`src/rtl/pixel_packet_spi_tx.sv`:
```
// Packs camera pixels into packets, buffers them in a packet FIFO and shifts them over a multi-lane SPI-style link.
// Define SPI_TX_CRC8_EN to append a CRC-8 (poly 0x07) after the data beats of every packet.
module pixel_packet_spi_tx #(
    parameter int PIXEL_WIDTH       = 8,
    parameter int PIXELS_PER_PACKET = 4,
    parameter int LINES             = 4,
    parameter int FIFO_DEPTH        = 16,
    parameter int DATA_CLK_PERIOD   = 12
) (
    input  logic                        clk_in,
    input  logic                        rst_in,
    input  logic [PIXEL_WIDTH-1:0]      pixel_in,
    input  logic                        pixel_valid_in,
    input  logic                        line_last_in,
    input  logic                        frame_start_in,
    output logic [LINES-1:0]            chip_data_out,
    output logic                        chip_clk_out,
    output logic                        chip_sel_out,
    output logic                        chip_last_out,
    output logic                        chip_sof_out,
    output logic                        overflow_out,
    output logic [$clog2(FIFO_DEPTH):0] fifo_level_out
);

    localparam int PACKET_BITS = PIXEL_WIDTH * PIXELS_PER_PACKET;
    localparam int BEATS       = PACKET_BITS / LINES;
    localparam int HALF_PERIOD = DATA_CLK_PERIOD / 2;
    localparam int ADDR_W      = $clog2(FIFO_DEPTH);
    localparam int LEVEL_W     = ADDR_W + 1;
    localparam int SLOT_W      = (PIXELS_PER_PACKET > 1) ? $clog2(PIXELS_PER_PACKET) : 1;
    localparam int PHASE_W     = $clog2(DATA_CLK_PERIOD);
    localparam int BEAT_W      = $clog2(BEATS + 8);
`ifdef SPI_TX_CRC8_EN
    localparam int CRC_BEATS   = 8 / LINES;
`endif

    typedef struct packed {
        logic                   sof;
        logic                   last;
        logic [PACKET_BITS-1:0] data;
    } packet_t;

`ifdef SPI_TX_CRC8_EN
    typedef enum logic [1:0] {S_IDLE, S_SHIFT, S_CRC, S_GAP} state_t;
`else
    typedef enum logic [1:0] {S_IDLE, S_SHIFT, S_GAP} state_t;
`endif

    // ---------------- packer ----------------
    logic [PACKET_BITS-1:0] pack_data;
    logic [SLOT_W-1:0]      pix_cnt;
    logic                   sof_pending;
    logic [SLOT_W-1:0]      slot;
    logic [PACKET_BITS-1:0] pack_merged;
    logic                   pack_complete;
    logic                   push_valid;
    packet_t                push_pkt;

    // A frame start restarts the packet, so a coincident pixel lands in slot 0.
    always_comb begin
        slot        = frame_start_in ? '0 : pix_cnt;
        pack_merged = frame_start_in ? '0 : pack_data;
        for (int k = 0; k < PIXELS_PER_PACKET; k++) begin
            if (slot == SLOT_W'(k)) begin
                pack_merged[PACKET_BITS-1-k*PIXEL_WIDTH -: PIXEL_WIDTH] = pixel_in;
            end
        end
        pack_complete = pixel_valid_in &&
                        ((slot == SLOT_W'(PIXELS_PER_PACKET - 1)) || line_last_in);
    end

    always_ff @(posedge clk_in or negedge rst_in) begin
        if (!rst_in) begin
            pack_data   <= '0;
            pix_cnt     <= '0;
            sof_pending <= 1'b0;
            push_valid  <= 1'b0;
            push_pkt    <= '0;
        end else begin
            push_valid <= pack_complete;
            if (pack_complete) begin
                push_pkt.data <= pack_merged;
                push_pkt.last <= line_last_in;
                push_pkt.sof  <= sof_pending | frame_start_in;
            end
            if (pixel_valid_in) begin
                if (pack_complete) begin
                    pack_data <= '0;
                    pix_cnt   <= '0;
                end else begin
                    pack_data <= pack_merged;
                    pix_cnt   <= slot + 1'b1;
                end
            end else if (frame_start_in) begin
                pack_data <= '0;
                pix_cnt   <= '0;
            end
            if (pack_complete) begin
                sof_pending <= 1'b0;
            end else if (frame_start_in) begin
                sof_pending <= 1'b1;
            end
        end
    end

    // ---------------- packet FIFO ----------------
    packet_t              fifo_mem [FIFO_DEPTH];
    logic [ADDR_W:0]      wr_ptr;
    logic [ADDR_W:0]      rd_ptr;
    logic [LEVEL_W-1:0]   level;
    logic                 fifo_full;
    logic                 fifo_empty;
    logic                 push_accept;
    logic                 push_drop;
    logic                 pop;
    packet_t              fifo_head;

    // A pop in the same cycle frees the slot, so a push into a full FIFO is still accepted.
    always_comb begin
        level       = wr_ptr - rd_ptr;
        fifo_full   = (level == LEVEL_W'(FIFO_DEPTH));
        fifo_empty  = (level == '0);
        push_accept = push_valid && (!fifo_full || pop);
        push_drop   = push_valid && fifo_full && !pop;
        fifo_head   = fifo_mem[rd_ptr[ADDR_W-1:0]];
    end

    always_ff @(posedge clk_in) begin
        if (push_accept) begin
            fifo_mem[wr_ptr[ADDR_W-1:0]] <= push_pkt;
        end
    end

    always_ff @(posedge clk_in or negedge rst_in) begin
        if (!rst_in) begin
            wr_ptr       <= '0;
            rd_ptr       <= '0;
            overflow_out <= 1'b0;
        end else begin
            if (push_accept) begin
                wr_ptr <= wr_ptr + 1'b1;
            end
            if (pop) begin
                rd_ptr <= rd_ptr + 1'b1;
            end
            if (push_drop) begin
                overflow_out <= 1'b1;
            end else if (frame_start_in) begin
                overflow_out <= 1'b0;
            end
        end
    end

    assign fifo_level_out = level;

    // ---------------- sender ----------------
    state_t                 state;
    state_t                 state_next;
    logic [PHASE_W-1:0]     phase_cnt;
    logic [BEAT_W-1:0]      beat_cnt;
    logic [PACKET_BITS-1:0] shift_reg;
    logic                   cur_last;
    logic                   cur_sof;
    logic                   period_end;
    logic                   sending;

`ifdef SPI_TX_CRC8_EN
    logic [7:0]             crc_reg;
    logic [PACKET_BITS-1:0] crc_aligned;

    function automatic logic [7:0] crc8(input logic [PACKET_BITS-1:0] d);
        logic [7:0] c;
        logic       fb;
        c = 8'h00;
        for (int i = PACKET_BITS - 1; i >= 0; i--) begin
            fb = c[7] ^ d[i];
            c  = {c[6:0], 1'b0} ^ (fb ? 8'h07 : 8'h00);
        end
        return c;
    endfunction

    always_comb begin
        crc_aligned = '0;
        crc_aligned[PACKET_BITS-1 -: 8] = crc_reg;
    end
`endif

    assign period_end = (phase_cnt == PHASE_W'(DATA_CLK_PERIOD - 1));

    always_ff @(posedge clk_in or negedge rst_in) begin
        if (!rst_in) begin
            state <= S_IDLE;
        end else begin
            state <= state_next;
        end
    end

    // Lane outputs are decoded straight from registered state so cs, dclk and data move together.
    always_comb begin
        state_next    = state;
        pop           = 1'b0;
        sending       = 1'b0;
        chip_sel_out  = 1'b1;
        chip_clk_out  = 1'b0;
        chip_data_out = '0;
        chip_last_out = 1'b0;
        chip_sof_out  = 1'b0;
        case (state)
            S_IDLE: begin
                if (!fifo_empty) begin
                    pop        = 1'b1;
                    state_next = S_SHIFT;
                end
            end
            S_SHIFT: begin
                sending = 1'b1;
                if (period_end && beat_cnt == BEAT_W'(BEATS - 1)) begin
`ifdef SPI_TX_CRC8_EN
                    state_next = S_CRC;
`else
                    state_next = S_GAP;
`endif
                end
            end
`ifdef SPI_TX_CRC8_EN
            S_CRC: begin
                sending = 1'b1;
                if (period_end && beat_cnt == BEAT_W'(CRC_BEATS - 1)) begin
                    state_next = S_GAP;
                end
            end
`endif
            S_GAP: begin
                if (phase_cnt == PHASE_W'(HALF_PERIOD - 1)) begin
                    state_next = S_IDLE;
                end
            end
            default: state_next = S_IDLE;
        endcase
        if (sending) begin
            chip_sel_out  = 1'b0;
            chip_clk_out  = (phase_cnt >= PHASE_W'(HALF_PERIOD));
            chip_data_out = shift_reg[PACKET_BITS-1 -: LINES];
            chip_last_out = cur_last;
            chip_sof_out  = cur_sof;
        end
    end

    // Shifting on the dclk falling edge keeps lane data stable across the rising edge.
    always_ff @(posedge clk_in or negedge rst_in) begin
        if (!rst_in) begin
            phase_cnt <= '0;
            beat_cnt  <= '0;
            shift_reg <= '0;
            cur_last  <= 1'b0;
            cur_sof   <= 1'b0;
`ifdef SPI_TX_CRC8_EN
            crc_reg   <= '0;
`endif
        end else begin
            case (state)
                S_IDLE: begin
                    phase_cnt <= '0;
                    beat_cnt  <= '0;
                    if (pop) begin
                        shift_reg <= fifo_head.data;
                        cur_last  <= fifo_head.last;
                        cur_sof   <= fifo_head.sof;
`ifdef SPI_TX_CRC8_EN
                        crc_reg   <= crc8(fifo_head.data);
`endif
                    end
                end
                S_GAP: begin
                    phase_cnt <= (state_next == S_IDLE) ? '0 : phase_cnt + 1'b1;
                end
                default: begin
                    if (period_end) begin
                        phase_cnt <= '0;
                        beat_cnt  <= (state_next != state) ? '0 : beat_cnt + 1'b1;
`ifdef SPI_TX_CRC8_EN
                        if (state == S_SHIFT && state_next == S_CRC) begin
                            shift_reg <= crc_aligned;
                        end else begin
                            shift_reg <= shift_reg << LINES;
                        end
`else
                        shift_reg <= shift_reg << LINES;
`endif
                    end else begin
                        phase_cnt <= phase_cnt + 1'b1;
                    end
                end
            endcase
        end
    end

endmodule

```
`config.mk`:
```
export PLATFORM = sky130hd
export DESIGN_NAME = pixel_packet_spi_tx
export DESIGN_NICKNAME = d
export VERILOG_FILES = /design/src/rtl/pixel_packet_spi_tx.sv
export SDC_FILE = /design/constraint.sdc
export NUM_CORES = 1
export LEC_CHECK = 0
export CORE_ASPECT_RATIO = 0.6
export CORE_MARGIN = 1
export CORE_UTILIZATION = 25
export CTS_BUF_LIST = sky130_fd_sc_hd__clkbuf_4 sky130_fd_sc_hd__clkbuf_8 sky130_fd_sc_hd__clkbuf_16
export DETAILED_ROUTE_END_ITERATION = 16
export SYNTH_ARGS = -nofsm -noshare
export SYNTH_HDL_FRONTEND = slang
export SYNTH_SLANG_ARGS = --single-unit
```
`constraint.sdc`:
```
create_clock -name clk_in -period 9.6 [get_ports clk_in]
set_clock_uncertainty 0.05 [all_clocks]
set_input_delay 1.92 -clock clk_in [delete_from_list [all_inputs] [get_ports clk_in]]
set_output_delay 1.92 -clock clk_in [all_outputs]
set_load 0.02 [all_outputs]
```
Yosys cells after proc, flatten, opt, wreduce, memory -nomap -nowiden
Memories as Yosys holds them, arrays and structs flattened.
Index checks and enable logic that the tools add are counted.
{"block": "word_totals", "mem_bits_rw": 544, "ff_bits": 125, "word_cells": 93, "output_inout_bits": 14, "inputBits": 13, "mem_count": 1}
{"block": "classes", "bitwise": 2, "n_reduce_logical": 19, "n_lt_le_gt_ge": 1, "eq_ne": 11, "add_sub_neg": 6, "muxes": 37}
{"name": "fifo_mem", "words": 16, "word_bits": 34, "read_ports": 1, "rd_ports_with_merged_regs": 0, "wr": 1, "line": "107", "source": "packet_t fifo_mem [FIFO_DEPTH];"}
{"cell": "32-bit two-way mux", "count": 5}
{"cell": "32-bit case mux with 2 select lines", "count": 1}
{"cell": "8-bit two-way mux", "count": 4}
{"cell": "4-bit two-way mux", "count": 5}
{"cell": "4-bit case mux with 2 select lines", "count": 2}
{"cell": "1-bit two-way mux", "count": 13}
{"cell": "2-bit two-way mux", "count": 6}
{"cell": "5-bit by 1-bit adder with 5-bit output, second input constant", "count": 2}
{"cell": "4-bit by 1-bit adder with 4-bit output, second input constant", "count": 2}
{"cell": "4-bit by 3-bit == test with 1-bit output, second input constant", "count": 2}
{"cell": "2-bit == test, second input constant", "count": 3}
{"cell": "2-bit zero test", "count": 3}
{"cell": "2-bit case mux with 3 select lines", "count": 1}
{"cell": "2-bit nonzero test", "count": 3}
{"cell": "5-bit == test, second input constant", "count": 1}
{"cell": "1-bit logical AND", "count": 5}
{"cell": "5-bit zero test", "count": 1}
{"cell": "5-bit subtractor", "count": 1}
{"cell": "2-bit by 1-bit == test with 1-bit output, second input constant", "count": 2}
{"cell": "4-bit == test, second input constant", "count": 1}
{"cell": "4-bit by 3-bit greater-or-equal comparator with 1-bit output, second input constant", "count": 1}
{"cell": "2-bit AND reduction", "count": 2}
{"cell": "3-bit AND reduction", "count": 1}
{"cell": "2-bit by 1-bit adder with 2-bit output, second input constant", "count": 1}
{"cell": "other kinds (6)", "count": 8}

Longest topological paths before layout
{"block": "logic_depth", "ltp_word": 8, "mapped_depth": 12, "mapped_depth_nobuf": 9}

Worst setup path after synthesis
Ideal clock, no wire load.
{"block": "synth_path", "kind": "register to register", "startpoint": "register rd_ptr[2]", "endpoint": "memory fifo_mem[0][0] (netlist bit) (enable)", "path_slack_ps": 3779, "period_less_slack_ps": 5821, "path_buffers": 3, "setup_time_ps": 468, "path_stages_with_launch": 11, "t_required_ps": 9082, "t_arrival_ps": 5303, "cell_sequence": "dfrtp_1 > clkbuf_1 > inv_2 > buf_1 > ha_1 > xnor2_1 > nor2_1 > a41oi_1 > clkbuf_1 > nand2_1 > nor3_1"}
{"block": "synth_between", "elab_chain_len": 8, "word_cells_on_any_way": 10, "classes_between": "1 x add/sub; 1 x eq/ne; 4 x mux; 4 x reduce/logical"}
{"item": "start, declared", "line": "109", "source": "logic [ADDR_W:0] rd_ptr;"}
{"item": "start signal, assigned", "line": "144", "source": "rd_ptr <= rd_ptr + 1'b1;"}
{"item": "5-bit subtractor (*)", "line": "120", "source": "level = wr_ptr - rd_ptr;"}
{"item": "via fifo_level_out[2]", "line": "22", "source": "output logic [$clog2(FIFO_DEPTH):0] fifo_level_out"}
{"item": "5-bit zero test", "line": "122", "source": "fifo_empty = (level == '0);"}
{"item": "1-bit two-way mux", "line": "210", "source": "if (!fifo_empty) begin"}
{"item": "1-bit two-way mux", "line": "208", "source": "case (state)"}
{"item": "1-bit logical OR (*)", "line": "123", "source": "push_accept = push_valid && (!fifo_full || pop);"}
{"item": "1-bit logical AND (*)", "line": "123"}
{"item": "1-bit two-way mux (*)", "line": "129", "source": "if (push_accept) begin"}
{"item": "1-bit two-way mux (implied by the code) (*)", "line": "130", "source": "fifo_mem[wr_ptr[ADDR_W-1:0]] <= push_pkt;"}
{"item": "end, declared", "line": "107"}
The timed path passes the listed nets; every way through them passes the cells marked *.

Final worst setup path
{"block": "layout_path", "startpoint": "register rd_ptr[0]", "endpoint": "output port fifo_level_out[4]"}
{"block": "layout_between", "elab_chain_len": 1}
{"item": "5-bit subtractor", "line": "120"}
{"item": "end, declared", "line": "22"}
No other way between the ends.

==> results.ini <==
[floorplan]
top_level_ports = 27
core.rowCount = 92
floorplan.die_area_mm2 = 0.108
die_width_um = 423
starting_density = 0.253
core_area_mm2 = 0.105
fp.dieH_um = 255

[logic_synthesis]
syn-instance-count = 1504
synth.net_count = 1535
synth.yosys.seq_area_share = 0.732
synth_compound_area_frac = 0.0542
synth_enable_flop_cells = 544
synth_async_sr_flop_share = 0.187
dominant_combinational_cell_family_by_area_after_synthesis = multiplexers
simple_gate_area_share_of_the_yosys_netlist = 0.0386
synth_xor_area_frac = 0.00490
synth_fa_ha_area_frac = 0.00876
postSynthAreaPerCell_um2 = 17.7
synth-warning-count = 0
yosys-mux-area-fraction = 0.146
ys_seq_elements = 669
netlist_area_mm2 = 0.0266
yosys_most_used_dff = edfxtp_1
synth_cell_types = 46

[routing]
vias = 14100
via_per_inst = 4.70
detail_route.drc_violations = 0
drt_first_iter_violations = 1598
finalWirelength_um = 66000
wl_per_cell_um = 22.0
maxUsedRoutingLayer = met4
met2_wirelength_um = 27900
dr_wl_met3_um = 5090
drt_pass1_iterations = 6
met1Wirelength_um = 32200
antenna_left = 0

[timing]
period_minus_slack_ns = 5.42
timing.final.ws_setup_ns = 4.18
final-hold-violation-count = 0
finalSetupViolations = 0
worst-slew-pin-transition_ns = 1.12
slew_headroom = 0.254
timing.final.crit_share = 0.565
fmax_mhz = 184
tns_ns = 0
report.final.slew_viol_count = 0
grt_setup_unrepaired = no

[clock_tree]
clk_lat_worst_skew_ns = 0.61
clk_pin_slew_ns = 0.07
setup_fix_buffers_added_after_clock_tree_synthesis = 0
cts_hold_repair.buffers = 0
cts_resized = 0
clkSinkCount = 669
cts.htree.levels = 2
cts_tree = built
cts.root.buffer_cell = clkbuf_16
cts_buffers = 57
cts_max_path_buffers = 3

[setup_path]
timing_worst_setup_path_type = reg -> out
critical_path_required_ns = 7.63
crit_path_capture_type = output port
critPathSlowestCell = dfrtp_4
critical_path_peak_fanout = 48
max_stage_delay_ns = 0.77
cp-start-kind = register
worst_endpoint_data_arrival_time_ns = 3.45
worstPathCellList = ha_1 -> fa_1 -> nand2b_1 -> a21oi_2 -> xnor2_1 -> clkdlybuf4s50_1

[placement]
detailedPlace.worstSlack_ns = 4.59
routabilityCongestion = 0.757
dp.final_hpwl_um = 36300
io_buffer_count = 26

[job]
drv_cap = 0

[grt]
grt_start_max_net_pins = 150
first_pass_grt_wire_length_um = 96900
groute.usage.overall = 0.121
globalRouteOverflowTotal = 0
antenna_found_initial = 0
vias_in_the_first_global_route = 14300

[finish]
drive_gt1_frac = 0.247
nets = 1564
largest_reg_flops = 544
area_delta_synth_final_pct = 14.8

[power]
standby_leakage_power_nw = 10.2
cellPowerDensity_mw_per_mm2 = 267
worst_ir_drop_vdd_v = 0.000282

[status]
run_status = finished, final reports clean

[min_path]
min_path_type = reg -> reg

==> routing by layer <==
layer,track usage,vias up
li1,-,5980
met1,0.188,7500
met2,0.177,508
met3,0.0208,74
met4,0.0216,0
met5,0,-
==> metrics by stage <==
stage	utilization	hold WS (ns)	instances	cell area (µm²)	power, mW
5_1_grt	0.290	0.456	2992	30500	8.47
6_report	0.290	0.424	2993	30500	8.14
3_5_place_dp	0.272	0.409	2884	28600	5.85
3_3_place_gp	0.272	0.403	2884	28600	5.80
2_1_floorplan	-	0.386	1504	26600	5.13
4_1_cts	0.290	0.426	2992	30500	8.19
==> layout make-up <==
cell class	count	area, µm²
Tap cell	1410	1760
Antenna cell	1	2.50
Timing Repair Buffer	55	492
Fill cell	10400	74700
Inverter	18	67.6
Clock inverter	13	73.8
Multi-Input combinational cell	732	6780
Clock buffer	95	1850
Sequential cell	669	19500
==> cells by family (layout without fill, tap and decap cells) <==
| kind of cell | count (synthesis) | in the layout |
|---|---|---|
| buf+inv | 103 | 181 |
| xor+xnor | 14 | 14 |
| compound gates | 226 | 226 |
| fa+ha+maj | 18 | 18 |
| other cells | 0 | 1 |
| flops | 669 | 669 |
| mux | 254 | 254 |
| simple gates | 220 | 220 |
==> synth_stat cells (2+ instances only) <==
| cell type | number | share of area |
|---|---|---|
| a22oi_1 | 28 | 0.0079 |
| o22ai_1 | 56 | 0.013 |
| nor3b_1 | 17 | 0.0048 |
| nand3b_1 | 2 | 0.00056 |
| clkbuf_1 | 55 | 0.0078 |
| nand4_1 | 2 | 0.00047 |
| a32o_1 | 23 | 0.0087 |
| o21ai_0 | 72 | 0.014 |
| mux2i_1 | 28 | 0.011 |
| mux2_2 | 120 | 0.051 |
| o21ai_1 | 3 | 0.00056 |
| buf_6 | 2 | 0.00085 |
| xnor2_1 | 11 | 0.0036 |
| inv_2 | 2 | 0.00028 |
| or2_2 | 2 | 0.00047 |
| and3_1 | 17 | 0.0040 |
| nand2b_1 | 3 | 0.00071 |
| edfxtp_1 | 544 | 0.61 |
| nand3_1 | 11 | 0.0021 |
| mux4_2 | 86 | 0.073 |
| nor2_1 | 65 | 0.0092 |
| nor2b_1 | 5 | 0.0012 |
| buf_1 | 19 | 0.0027 |
| ha_1 | 17 | 0.0080 |
| a21oi_1 | 34 | 0.0064 |
| nor3_1 | 5 | 0.00094 |
| and2_1 | 8 | 0.0019 |
| a22o_1 | 3 | 0.00099 |
| xor2_1 | 2 | 0.00066 |
| inv_1 | 16 | 0.0023 |
| nand2_1 | 80 | 0.011 |
| mux2_4 | 20 | 0.011 |
| buf_2 | 9 | 0.0017 |
| dfrtp_1 | 125 | 0.12 |
==> path summary, 6_finish.rpt <==
path,startpoint,cells past startpoint,endpoint,slack (ns)
hold reg to reg,cur_sof,2,cur_sof,0.42
setup / recovery,rd_ptr[0],6,fifo_level_out[4],4.18
hold / removal,cur_sof,2,cur_sof,0.42
max in group asynchronous,rst_in,2,push_pkt[0],6.91
setup reg to reg,rd_ptr[0],7,fifo_mem[9][31],4.94
min in group asynchronous,rst_in,1,push_pkt[24],1.28
==> worst max-delay path: cells and delay by family (launching register included) <==
| kind | cells | cell delay [ns] |
|---|---|---|
| AO/OA/AOI/OAI | 1 | 0.14 |
| XOR/XNOR | 1 | 0.28 |
| adder cells (fa/ha/maj) | 2 | 0.76 |
| buffers and inverters | 1 | 0.71 |
| flip-flops | 1 | 0.77 |
| AND/OR/NAND/NOR | 1 | 0.18 |
==> where the power goes <==
part / switching, mW / internal, mW
Sequential: 0.276 / 3.39
Clock: 1.04 / 1.31
Combinational: 1.14 / 0.981
==> placed cells by master, fill, tap and decap left out, types with 23 or more instances in the layout <==
cell type,instances
edfxtp_1,544
dfrtp_1,123
mux2_2,120
mux4_2,86
nand2_1,78
o21ai_0,71
nor2_1,61
clkbuf_16,60
o22ai_1,56
a21oi_1,34
a22oi_1,28
mux2i_1,28
buf_4,28
clkdlybuf4s50_1,25
a32o_1,23
No activity file was read; power rests on OpenSTA's default activity.
